**src/rtl/data_cache_writer_if.sv**
```systemverilog
// Bundle of CPU request/response, lookup-array and main-memory signals
// around the direct-mapped write-through data cache controller.
// The master modport is the controller; the slave modport is its
// environment (CPU, line array and memory).
interface data_cache_writer_if #(
  parameter int ADDRESS_WIDTH = 32,
  parameter int DATA_WIDTH    = 32,
  parameter int TAG_WIDTH     = 27,
  parameter int SET_WIDTH     = 3,
  parameter int SRAM_WIDTH    = 60
);
  logic                     req_valid;
  logic                     req_write;
  logic [ADDRESS_WIDTH-1:0] req_addr;
  logic [DATA_WIDTH-1:0]    req_wdata;
  logic                     req_ready;
  logic                     resp_valid;
  logic [DATA_WIDTH-1:0]    resp_rdata;
  logic                     flush_req;
  logic                     flush_done;
  logic [SET_WIDTH-1:0]     lu_set;
  logic                     lu_V;
  logic [TAG_WIDTH-1:0]     lu_tag;
  logic [DATA_WIDTH-1:0]    lu_data;
  logic                     wr_en;
  logic [SET_WIDTH-1:0]     wr_set;
  logic [SRAM_WIDTH-1:0]    wr_line;
  logic                     mem_req;
  logic                     mem_we;
  logic [ADDRESS_WIDTH-1:0] mem_addr;
  logic [DATA_WIDTH-1:0]    mem_wdata;
  logic                     mem_ack;
  logic [DATA_WIDTH-1:0]    mem_rdata;

  modport master (
    input  req_valid, req_write, req_addr, req_wdata, flush_req,
           lu_V, lu_tag, lu_data, mem_ack, mem_rdata,
    output req_ready, resp_valid, resp_rdata, flush_done, lu_set,
           wr_en, wr_set, wr_line, mem_req, mem_we, mem_addr, mem_wdata
  );

  modport slave (
    output req_valid, req_write, req_addr, req_wdata, flush_req,
           lu_V, lu_tag, lu_data, mem_ack, mem_rdata,
    input  req_ready, resp_valid, resp_rdata, flush_done, lu_set,
           wr_en, wr_set, wr_line, mem_req, mem_we, mem_addr, mem_wdata
  );
endinterface

```
**src/rtl/data_cache_writer.sv**
```systemverilog
// Direct-mapped, write-through / write-allocate data cache controller.
// Sweeps (invalidates) all sets after reset or on flush_req, then serves
// one load/store at a time against an external line array with a
// one-cycle registered read port and a single-request main memory.
module data_cache_writer #(
  parameter int ADDRESS_WIDTH = 32,
  parameter int DATA_WIDTH    = 32,
  parameter int TAG_WIDTH     = 27,
  parameter int SET_WIDTH     = 3,
  parameter int SRAM_WIDTH    = 60
) (
  input  logic               clk,
  input  logic               rst,
  data_cache_writer_if.master bus
);
  typedef enum logic [2:0] {
    ST_FLUSH     = 3'd0,
    ST_IDLE      = 3'd1,
    ST_LOOKUP    = 3'd2,
    ST_COMPARE   = 3'd3,
    ST_FETCH     = 3'd4,
    ST_WRITE_MEM = 3'd5,
    ST_RESP      = 3'd6
  } state_t;

  state_t                   state_r;
  state_t                   state_nxt_s;
  logic [SET_WIDTH-1:0]     cnt_r;
  logic [ADDRESS_WIDTH-1:2] addr_r;
  logic [DATA_WIDTH-1:0]    wdata_r;
  logic [DATA_WIDTH-1:0]    rdata_r;
  logic                     write_r;
  logic                     done_r;
  logic [TAG_WIDTH-1:0]     tag_s;
  logic [SET_WIDTH-1:0]     set_s;
  logic                     hit_s;
  logic                     accept_s;
  logic                     sweep_last_s;

  // Builds an array line {valid, tag, data}.
  function automatic logic [SRAM_WIDTH-1:0] pack_line(
    input logic                 v,
    input logic [TAG_WIDTH-1:0] t,
    input logic [DATA_WIDTH-1:0] d
  );
    return {v, t, d};
  endfunction

  assign tag_s        = addr_r[ADDRESS_WIDTH-1 -: TAG_WIDTH];
  assign set_s        = addr_r[SET_WIDTH+1:2];
  assign hit_s        = bus.lu_V && (bus.lu_tag == tag_s);
  assign accept_s     = (state_r == ST_IDLE) && !bus.flush_req && bus.req_valid;
  assign sweep_last_s = (cnt_r == {SET_WIDTH{1'b1}});

  // State register and flush sweep counter.
  always_ff @(posedge clk) begin
    if (rst) begin
      state_r <= ST_FLUSH;
      cnt_r   <= '0;
    end else begin
      state_r <= state_nxt_s;
      if (state_r == ST_FLUSH) begin
        cnt_r <= cnt_r + {{(SET_WIDTH-1){1'b0}}, 1'b1};
      end else begin
        cnt_r <= '0;
      end
    end
  end

  // Request capture, response data capture and the flush_done pulse flag.
  always_ff @(posedge clk) begin
    if (rst) begin
      addr_r  <= '0;
      wdata_r <= '0;
      write_r <= 1'b0;
      rdata_r <= '0;
      done_r  <= 1'b0;
    end else begin
      done_r <= (state_r == ST_FLUSH) && sweep_last_s;
      if (accept_s) begin
        addr_r  <= bus.req_addr[ADDRESS_WIDTH-1:2];
        wdata_r <= bus.req_wdata;
        write_r <= bus.req_write;
      end
      if ((state_r == ST_COMPARE) && !write_r && hit_s) begin
        rdata_r <= bus.lu_data;
      end else if ((state_r == ST_FETCH) && bus.mem_ack) begin
        rdata_r <= bus.mem_rdata;
      end
    end
  end

  // Next-state decode; flush_req wins over a pending request in IDLE.
  always_comb begin
    state_nxt_s = state_r;
    case (state_r)
      ST_FLUSH: begin
        if (sweep_last_s) state_nxt_s = ST_IDLE;
        else              state_nxt_s = ST_FLUSH;
      end
      ST_IDLE: begin
        if (bus.flush_req)      state_nxt_s = ST_FLUSH;
        else if (bus.req_valid) state_nxt_s = ST_LOOKUP;
        else                    state_nxt_s = ST_IDLE;
      end
      ST_LOOKUP:  state_nxt_s = ST_COMPARE;
      ST_COMPARE: begin
        if (write_r)    state_nxt_s = ST_WRITE_MEM;
        else if (hit_s) state_nxt_s = ST_RESP;
        else            state_nxt_s = ST_FETCH;
      end
      ST_FETCH, ST_WRITE_MEM: begin
        if (bus.mem_ack) state_nxt_s = ST_RESP;
        else             state_nxt_s = state_r;
      end
      ST_RESP:  state_nxt_s = ST_IDLE;
      default:  state_nxt_s = ST_FLUSH;
    endcase
  end

  // Output decode from state; everything is forced low while rst is high
  // so an in-flight memory request is dropped immediately.
  always_comb begin
    bus.req_ready  = 1'b0;
    bus.resp_valid = 1'b0;
    bus.resp_rdata = '0;
    bus.flush_done = 1'b0;
    bus.lu_set     = '0;
    bus.wr_en      = 1'b0;
    bus.wr_set     = '0;
    bus.wr_line    = '0;
    bus.mem_req    = 1'b0;
    bus.mem_we     = 1'b0;
    bus.mem_addr   = '0;
    bus.mem_wdata  = '0;
    if (rst) begin
      bus.req_ready = 1'b0;
    end else begin
      bus.flush_done = done_r;
      case (state_r)
        ST_FLUSH: begin
          bus.wr_en  = 1'b1;
          bus.wr_set = cnt_r;
        end
        ST_IDLE: bus.req_ready = !bus.flush_req;
        ST_LOOKUP, ST_COMPARE: bus.lu_set = set_s;
        ST_FETCH: begin
          bus.mem_req  = 1'b1;
          bus.mem_addr = {addr_r, 2'b00};
          if (bus.mem_ack) begin
            bus.wr_en   = 1'b1;
            bus.wr_set  = set_s;
            bus.wr_line = pack_line(1'b1, tag_s, bus.mem_rdata);
          end else begin
            bus.wr_en = 1'b0;
          end
        end
        ST_WRITE_MEM: begin
          bus.mem_req   = 1'b1;
          bus.mem_we    = 1'b1;
          bus.mem_addr  = {addr_r, 2'b00};
          bus.mem_wdata = wdata_r;
          if (bus.mem_ack) begin
            bus.wr_en   = 1'b1;
            bus.wr_set  = set_s;
            bus.wr_line = pack_line(1'b1, tag_s, wdata_r);
          end else begin
            bus.wr_en = 1'b0;
          end
        end
        ST_RESP: begin
          bus.resp_valid = 1'b1;
          bus.resp_rdata = rdata_r;
        end
        default: bus.req_ready = 1'b0;
      endcase
    end
  end
endmodule

```
**src/flat_wrapper.sv**
```systemverilog
// flat-port wrapper written by rule: the top's interface ports become plain ports
module data_cache_writer_flat 
#(
  parameter int ADDRESS_WIDTH = 32,
  parameter int DATA_WIDTH    = 32,
  parameter int TAG_WIDTH     = 27,
  parameter int SET_WIDTH     = 3,
  parameter int SRAM_WIDTH    = 60
)
  (clk, rst, bus_req_valid, bus_req_write, bus_req_addr, bus_req_wdata, bus_flush_req, bus_lu_V, bus_lu_tag, bus_lu_data, bus_mem_ack, bus_mem_rdata, bus_req_ready, bus_resp_valid, bus_resp_rdata, bus_flush_done, bus_lu_set, bus_wr_en, bus_wr_set, bus_wr_line, bus_mem_req, bus_mem_we, bus_mem_addr, bus_mem_wdata);
  data_cache_writer_if #(.ADDRESS_WIDTH(ADDRESS_WIDTH), .DATA_WIDTH(DATA_WIDTH), .TAG_WIDTH(TAG_WIDTH), .SET_WIDTH(SET_WIDTH), .SRAM_WIDTH(SRAM_WIDTH)) bus_i ();
  input  logic clk;
  input  logic rst;
  input wire logic [$bits(bus_i.req_valid)-1:0] bus_req_valid;
  input wire logic [$bits(bus_i.req_write)-1:0] bus_req_write;
  input wire logic [$bits(bus_i.req_addr)-1:0] bus_req_addr;
  input wire logic [$bits(bus_i.req_wdata)-1:0] bus_req_wdata;
  input wire logic [$bits(bus_i.flush_req)-1:0] bus_flush_req;
  input wire logic [$bits(bus_i.lu_V)-1:0] bus_lu_V;
  input wire logic [$bits(bus_i.lu_tag)-1:0] bus_lu_tag;
  input wire logic [$bits(bus_i.lu_data)-1:0] bus_lu_data;
  input wire logic [$bits(bus_i.mem_ack)-1:0] bus_mem_ack;
  input wire logic [$bits(bus_i.mem_rdata)-1:0] bus_mem_rdata;
  output wire logic [$bits(bus_i.req_ready)-1:0] bus_req_ready;
  output wire logic [$bits(bus_i.resp_valid)-1:0] bus_resp_valid;
  output wire logic [$bits(bus_i.resp_rdata)-1:0] bus_resp_rdata;
  output wire logic [$bits(bus_i.flush_done)-1:0] bus_flush_done;
  output wire logic [$bits(bus_i.lu_set)-1:0] bus_lu_set;
  output wire logic [$bits(bus_i.wr_en)-1:0] bus_wr_en;
  output wire logic [$bits(bus_i.wr_set)-1:0] bus_wr_set;
  output wire logic [$bits(bus_i.wr_line)-1:0] bus_wr_line;
  output wire logic [$bits(bus_i.mem_req)-1:0] bus_mem_req;
  output wire logic [$bits(bus_i.mem_we)-1:0] bus_mem_we;
  output wire logic [$bits(bus_i.mem_addr)-1:0] bus_mem_addr;
  output wire logic [$bits(bus_i.mem_wdata)-1:0] bus_mem_wdata;
  assign bus_i.req_valid = bus_req_valid;
  assign bus_i.req_write = bus_req_write;
  assign bus_i.req_addr = bus_req_addr;
  assign bus_i.req_wdata = bus_req_wdata;
  assign bus_i.flush_req = bus_flush_req;
  assign bus_i.lu_V = bus_lu_V;
  assign bus_i.lu_tag = bus_lu_tag;
  assign bus_i.lu_data = bus_lu_data;
  assign bus_i.mem_ack = bus_mem_ack;
  assign bus_i.mem_rdata = bus_mem_rdata;
  assign bus_req_ready = bus_i.req_ready;
  assign bus_resp_valid = bus_i.resp_valid;
  assign bus_resp_rdata = bus_i.resp_rdata;
  assign bus_flush_done = bus_i.flush_done;
  assign bus_lu_set = bus_i.lu_set;
  assign bus_wr_en = bus_i.wr_en;
  assign bus_wr_set = bus_i.wr_set;
  assign bus_wr_line = bus_i.wr_line;
  assign bus_mem_req = bus_i.mem_req;
  assign bus_mem_we = bus_i.mem_we;
  assign bus_mem_addr = bus_i.mem_addr;
  assign bus_mem_wdata = bus_i.mem_wdata;
  data_cache_writer #(.ADDRESS_WIDTH(ADDRESS_WIDTH), .DATA_WIDTH(DATA_WIDTH), .TAG_WIDTH(TAG_WIDTH), .SET_WIDTH(SET_WIDTH), .SRAM_WIDTH(SRAM_WIDTH)) u_core (.clk(clk), .rst(rst), .bus(bus_i));
endmodule
```
**config.mk**
```make
export PLATFORM = sky130hd
export DESIGN_NAME = data_cache_writer_flat
export DESIGN_NICKNAME = d
export VERILOG_FILES = /design/src/rtl/data_cache_writer_if.sv /design/src/rtl/data_cache_writer.sv /design/src/flat_wrapper.sv
export SDC_FILE = /design/constraint.sdc
export NUM_CORES = 1
export LEC_CHECK = 0
export ABC_AREA = 1
export CAP_MARGIN = 20
export CORE_UTILIZATION = 35
export CTS_BUF_LIST = sky130_fd_sc_hd__clkbuf_8
export DETAILED_ROUTE_END_ITERATION = 6
export PLACE_DENSITY = 0.74
export SETUP_SLACK_MARGIN = 0.15
export SYNTH_ARGS = -nofsm -noshare
export SYNTH_HDL_FRONTEND = slang
export SYNTH_SLANG_ARGS = --single-unit
```
**constraint.sdc**
```tcl
create_clock -name clk -period 2 [get_ports clk]
set_input_delay 0.4 -clock clk [delete_from_list [all_inputs] [get_ports clk]]
set_output_delay 0.4 -clock clk [all_outputs]
set_load 0.01 [all_outputs]
```
==> summary.txt, run 1 <==
Synth
  • Synth cell types: 23
  • #FFs+latches synth: 102
  • Sequential area share after synthesis: 34.6%
  • Ys Warns: 0
  • Mapped Cells: 1017
  • Syn avg cell area: 5.81 um2
  • Post-Syn Area: 0.00591 mm2

Worst setup path
  • Crit path DAT: 1.97 ns
  • Critical Setup Path Class: flip-flop to primary output
  • R2r startpoint: u_core.state_r[2]$_SDFFE_PP0P_
  • Critical Path Source Type: flip-flop
  • Req. time, crit path: 1.60 ns
  • R2R depth: 17
  • Setup crit end kind: primary output
  • Worst-path maximum fanout: 10
  • Reg2reg end: u_core.rdata_r[11]$_SDFFE_PP0P_
  • R2R Setup Slk: -0.15 ns

Run
  • # Max-Cap Violations: 0

Power
  • Leakage: 5.45 nW
  • Pwr dens: 324 mW/mm2
  • Worst VDD drop: 0.255 mV
  • Overall Power: 0.00405 W

Floorplan
  • Cell Rows: 47
  • Io pins: 330
  • Total die area: 0.0174 mm2
  • DIE WIDTH: 132 um
  • Initial Util: 35.8%
  • Die height: approximately 130 um
  • Core box area: 0.0165 mm2

Global route
  • First-pass GRT wire length: 43.4 mm
  • Vias in the first global route: 7800
  • Largest net degree at the start of global routing: 68
  • Total track usage: 32.0%
  • Initial antenna violation count: 1
  • Gr ovfl total: 0

STA
  • Unrepaired setup endpoints after global routing: yes
  • WHS: 0.468 ns
  • Final period util: 119%
  • Relative slew margins: 56.1%
  • Worst-Margin Slew: 0.659 ns
  • Worst Setup Slack, final: -0.375 ns
  • Final min period: 2.37 ns
  • Max-slew violations: 0
  • Fin. Hold Viols: 0
  • Setup violators final: 191
  • Fin Clk Skew: 0.0123 ns
  • Fmax: 421 MHz

Clock tree
  • Root buf cell: clkbuf_8
  • Clock transition at path regs: 0.09 ns
  • Skew-Pair Late Insertion Delay: about 0.39 ns
  • Clk buf depth: 2
  • Total number of H-tree levels: 3
  • CTS Sinks: 102
  • CTS buffer count: 9
  • Cts hold-fix bufs: 0
  • CTS tree: built

Final layout
  • Nets: 1611
  • Layout cell share with drive strength beyond 1: 42.6%
  • P&R area growth vs syn: 112%

Place
  • Detailed Place HPWL: 17.3 mm
  • Number of port buffers: between 300 and 400
  • Gp weighted congestion: between 0.8 and 0.9
  • Pre-CTS setup slack: -0.676 ns

Outcome
  • Status: finished, violations left
  • Failing checks: setup timing

Routing
  • Via density: between 5 and 6
  • Detailed-route DRC error count: 0
  • Drt first pass iters: 5
  • Drt total wl: 31.4 mm
  • Via count: 8668
  • Remaining antenna violation count: 0
  • Initial DRC count: 692
  • Routed WL per cell: 18.8 um

Min path
  • Hold Path Depth: 1
  • Hold Path Sink: u_core.cnt_r[0]$_SDFF_PP0_
  • Hold Crit Class: flip-flop to flip-flop
  • Hold Crit Start: u_core.cnt_r[0]$_SDFF_PP0_
==> cells in the mapped netlist (all sizes together) <==
| cell type | instances | area (um2) |
|---|---|---|
| nand2 | 238 | 896 |
| nor2 | 189 | 712 |
| inv | 136 | 510 |
| dfxtp | 102 | 2040 |
| a21oi | 99 | 495 |
| nand3 | 71 | 355 |
| o21ai | 69 | 345 |
| clkbuf | 54 | 203 |
| nor3 | 30 | 150 |
| buf | 16 | 88.8 |
| xnor2 | 6 | 52.6 |
| ha | 2 | 25.0 |
| a211oi | 1 | 7.51 |
| a31oi | 1 | 6.26 |
| conb | 1 | 3.75 |
| o22ai | 1 | 6.26 |
| xor2 | 1 | 8.76 |
==> cell families after synthesis <==
logic type	synth area share [%]
DFF	34.6
AOI/OAI and AO/OA	14.6
buffers and inverters	13.6
other	0.0635
xor gates and xnor gates	1.04
and+or+nand+nor	35.8
adders and majority gates	0.423
==> layout by cell type (no fill, tap or decap), drive strengths merged <==
cell | Yosys | final
a211oi | 1 | 1
clkinvlp | 0 | 4
xnor2 | 6 | 6
a31oi | 1 | 1
bufbuf | 0 | 1
inv | 136 | 134
diode | 0 | 1
buf | 16 | 322
o22ai | 1 | 1
clkbuf | 54 | 17
clkinv | 0 | 2
nand2 | 238 | 238
nand3 | 71 | 71
a21oi | 99 | 99
nor2 | 189 | 189
bufinv | 0 | 1
ha | 2 | 2
dlymetal6s2s | 0 | 1
dfxtp | 102 | 102
o21ai | 69 | 69
clkdlybuf4s50 | 0 | 157
conb | 1 | 2
nor3 | 30 | 30
dlygate4sd2 | 0 | 1
xor2 | 1 | 1
==> flip-flops by register name, indices dropped and copies added, names as in the netlist <==
signal / count
u_core.done_r: 1
u_core.wdata_r: 32
u_core.rdata_r: 32
u_core.state_r: 3
u_core.cnt_r: 3
u_core.write_r: 1
u_core.addr_r: 30
==> worst max-delay path by stage <==
stage / startpoint / endpoint / slack (ns) / depth (start not counted)
after global placement: bus_mem_ack / bus_wr_line[26] / -0.63 / 7
after global routing: u_core.state_r[2]$_SDFFE_PP0P_ / bus_wr_line[8] / -0.49 / 10
after CTS: u_core.state_r[2]$_SDFFE_PP0P_ / bus_mem_wdata[22] / -0.38 / 11
after detailed placement: bus_mem_ack / bus_wr_line[28] / -0.68 / 7
final: u_core.state_r[2]$_SDFFE_PP0P_ / bus_wr_line[20] / -0.37 / 10
after floorplan: u_core.state_r[2]$_SDFFE_PP0P_ / bus_wr_line[53] / 0.15 / 7
==> report_power, final <==
group,internal [W],total (W),switching [W],leakage [nW]
registers,0.00204,0.00204,0.00000676,0.824
logic,0.000356,0.000590,0.000233,4.53
clock network,0.000645,0.00142,0.000771,0.0976
total,0.00304,0.00405,0.00101,5.45
==> stage by stage <==
stage	utilization (%)	cells	area [um2]	TNS [ns]
3_5_place_dp	59.3	1553	9810	-56.20
6_report	75.7	1673	12500	-44.08
2_1_floorplan	-	1018	5920	0
5_1_grt	75.7	1673	12500	-61.24
4_1_cts	66.5	1637	11000	-33.29
3_3_place_gp	59.3	1553	9810	-53.20
==> cell type report <==
| cell class | count | area (um2) |
|---|---|---|
| flip-flops and latches | 102 | 2050 |
| clock inverters | 5 | 57.6 |
| diodes | 1 | 2.50 |
| clock buffers | 11 | 151 |
| fillers | 1173 | 4010 |
| inverters | 136 | 524 |
| repair buffers | 488 | 4970 |
| well taps | 220 | 275 |
| multi-input cells | 710 | 4490 |
==> repair_timing <==
action	in CTS	in global routing
gates resized for setup	843	308
setup endpoints to repair	197	198
gates cloned	22	7
endpoints found under the hold margin	0	0
buffers inserted	46	28
pin swaps	64	62
==> layer usage <==
metal	global-route usage (%)	vias to the layer above	share of wire, %
met3	6.19	131	8.2
met1	38.5	4015	38
li1	-	4037	-
met4	17.1	0	5.0
met5	0	-	0
met2	54.0	485	48
==> worst max-delay path, stage by stage (launching register included) <==
cell	delay (ns)
dfxtp_2	0.35
inv_2	0.05
nor2_4	0.18
nand2_4	0.10
buf_6	0.13
nor2_4	0.08
buf_4	0.16
clkbuf_16	0.16
nand2_1	0.06
a21oi_1	0.15
buf_2	0.16
Power figures use the tool's default switching activity.
==> inputs of run 2 (changes only) <==
--- a/config.mk
+++ b/config.mk
@@ -9,9 +9,10 @@
 export CAP_MARGIN = 20
 export CORE_UTILIZATION = 35
 export CTS_BUF_LIST = sky130_fd_sc_hd__clkbuf_8
+export CTS_CLUSTER_SIZE = 28
 export DETAILED_ROUTE_END_ITERATION = 6
 export PLACE_DENSITY = 0.74
-export SETUP_SLACK_MARGIN = 0.15
+export SETUP_SLACK_MARGIN = 0.1
 export SYNTH_ARGS = -nofsm -noshare
 export SYNTH_HDL_FRONTEND = slang
 export SYNTH_SLANG_ARGS = --single-unit
==> summary.txt, run 2 (synthesis gave the netlist of run 1 again) <==
Outcome
  • Status: finished, violations left
  • Failing checks: setup timing

Place
  • Number of port buffers: 325 (unchanged)
  • DP Cell Count: 1553 (unchanged)
  • Detailed Place HPWL: 17.3 mm (unchanged)
  • Gp weighted congestion: 0.892 (unchanged)

Worst setup path
  • R2R depth: 15 (-2)
  • Req. time, crit path: 1.60 ns (about the same)
  • Crit path DAT: 2.01 ns (+0.04 ns)
  • Setup crit end kind: primary output
  • Critical Path Source Type: flip-flop
  • Worst-path maximum fanout: 6 (-4)
  • Critical Setup Path Class: flip-flop to primary output

STA
  • Fmax: 415 MHz (-1.4%)
  • WHS: 0.466 ns (-0.00192 ns)
  • Final min period: 2.41 ns (+0.0328 ns)
  • Fin Clk Skew: 0.0166 ns (+0.00438 ns)
  • Max-slew violations: 0 (unchanged)
  • Relative slew margins: 55.8% (-0.27 points)
  • Worst-Margin Slew: 0.663 ns (+0.00404 ns)
  • Final period util: 120% (+1.6 points)
  • Unrepaired setup endpoints after global routing: yes
  • Worst Setup Slack, final: -0.408 ns (-0.0328 ns)
  • Fin. Hold Viols: 0 (unchanged)
  • Setup violators final: 174 (-8.9%)

Global route
  • Largest net degree at the start of global routing: 68 (unchanged)
  • Total track usage: 32.0% (about the same)
  • Initial antenna violation count: 1 (unchanged)
  • Gr ovfl total: 0 (unchanged)
  • First-pass GRT wire length: 43.5 mm (+0.16%)
  • Vias in the first global route: 7738 (-0.79%)

Floorplan
  • Io pins: 330 (unchanged)
  • Die height: 132 um (unchanged)
  • Total die area: 0.0174 mm2 (unchanged)
  • Initial Util: 35.8% (unchanged)
  • DIE WIDTH: 132 um (unchanged)
  • Cell Rows: 47 (unchanged)
  • Core box area: 0.0165 mm2 (unchanged)

Clock tree
  • CTS buffer count: 9 (unchanged)
  • Cts hold-fix bufs: 0 (unchanged)
  • CTS tree: built
  • CTS Sinks: 102 (unchanged)
  • Total number of H-tree levels: 3 (unchanged)
  • Skew-Pair Late Insertion Delay: 0.40 ns (about the same)
  • Root buf cell: clkbuf_8
  • Clk buf depth: 2 (unchanged)
  • Clock transition at path regs: 0.10 ns (about the same)

Power
  • Switching power: 0.00102 W (+1.3%)
  • Worst VDD drop: 0.258 mV (+1.3%)
  • Leakage: 5.14 nW (-5.8%)
  • Switching fraction of total power: 25.2% (+0.25 points)
  • Seq pwr share: 50.3% (-0.2 points)
  • Pwr dens: 334 mW/mm2 (+3.2%)
  • Pint: 0.00304 W (about the same)
  • Clock power share: 35.3% (+0.3 points)
  • Comb power frac: 14.4% (-0.2 points)

Final layout
  • Non-Filler Instances: 1655 (-1.1%)
  • Largest regs: u_core.rdata_r x32, u_core.wdata_r x32, u_core.addr_r x30
  • Fin util: 73.7% (-2.1 points)
  • Layout cell share with drive strength beyond 1: 41.3% (-1.3 points)
  • Most common cell after layout, fill and taps aside: nand2_1
  • Nets: 1593 (-1.1%)
  • Fill count: 1217 (+3.8%)
  • Commonest non-fill, non-tap cells in the layout: nand2_1 (160), clkdlybuf4s50_1 (158), nor2_1 (128), inv_1 (121), buf_2 (112)
  • P&R area growth vs syn: 106%

Routing
  • Remaining antenna violation count: 0 (unchanged)
  • Via count: 8553 (-1.3%)
  • Routed WL per cell: 18.5 um (-1.5%)
  • Initial DRC count: 573 (-17%)
  • Drt total wl: 30.6 mm (-2.5%)
  • Via density: 5.17 (-0.25%)
  • Detailed-route DRC error count: 0 (unchanged)
  • Drt first pass iters: 7 (+2)

Min path
  • Hold Path Depth: 1 (unchanged)
  • Hold Crit Class: flip-flop to flip-flop

Run
  • # Max-Cap Violations: 0 (unchanged)
[run 2: changes by cell type in the layout (fill, tap and decap cells not counted), moves of 7 or more]
cell,delta
buf_2,-11
buf_4,-7
clkdlybuf4s15_2,+18
nor2_1,+12
nor2_2,-8
nor3_4,-8
[run 2: per-stage QoR]
step                TNS [ns]  power, W  cell area [um2]  worst slack [ns]
floorplan                  0   0.00223             5920             0.151
global placement      -53.20   0.00261             9810            -0.630
detailed placement    -56.20   0.00261             9810            -0.676
CTS                   -35.69   0.00403            11100            -0.384
global route          -46.67   0.00420            12200            -0.485
finish                -31.32   0.00406            12200            -0.408
[run 2: area by class of cell]
| type | count | area, um2 | share of cell area, % |
|---|---|---|---|
| tap | 220 | 275 | 2.26 |
| clock buffer | 11 | 151 | 1.24 |
| antenna | 1 | 2.50 | 0.0206 |
| multi-input combinational | 710 | 4370 | 35.9 |
| inverter | 136 | 527 | 4.33 |
| sequential | 102 | 2050 | 16.8 |
| clock inverter | 5 | 57.6 | 0.473 |
| timing repair buffer | 470 | 4740 | 38.9 |
[run 2: critical path, stage by stage, from the launching register on]
cell,delay (ns)
dfxtp_2,0.35
inv_2,0.05
nor2_4,0.17
inv_4,0.07
buf_6,0.12
nor2_4,0.12
buf_12,0.13
buf_12,0.11
buf_12,0.13
nand2_1,0.06
nor2_1,0.14
buf_2,0.17
[run 2: final timing paths]
check / startpoint / end / slack, ns
setup / recovery: u_core.state_r[2]$_SDFFE_PP0P_ / bus_mem_wdata[13] / -0.41
hold / removal: u_core.cnt_r[0]$_SDFF_PP0_ / u_core.cnt_r[0]$_SDFF_PP0_ / 0.47
setup reg to reg: u_core.state_r[0]$_SDFFE_PP0P_ / u_core.rdata_r[11]$_SDFFE_PP0P_ / -0.06
hold reg to reg: u_core.cnt_r[0]$_SDFF_PP0_ / u_core.cnt_r[0]$_SDFF_PP0_ / 0.47
[run 2: metal layers]
layer	part of all wire, %	global-route usage, %
met3	8.3	5.15
met1	38	39.3
met4	5.5	16.0
met2	48	54.2
met5	0	0
[run 2: power groups by stage]
| stage | combinational [W] | sequential [W] | clock [W] |
|---|---|---|---|
| global placement | 0.000514 | 0.00209 | 0 |
| CTS | 0.000553 | 0.00204 | 0.00143 |
| detailed placement | 0.000519 | 0.00209 | 0 |
| global route | 0.000628 | 0.00204 | 0.00153 |
| floorplan | 0.000143 | 0.00209 | 0 |
| finish | 0.000585 | 0.00204 | 0.00143 |
[run 2: timing repair]
action                                 CTS  global route
setup endpoints to repair              190           196
endpoints found under the hold margin    0             0
setup buffers                           46            17
pin swaps                               51            97
gates cloned                            22             3
gates resized for setup                810           286
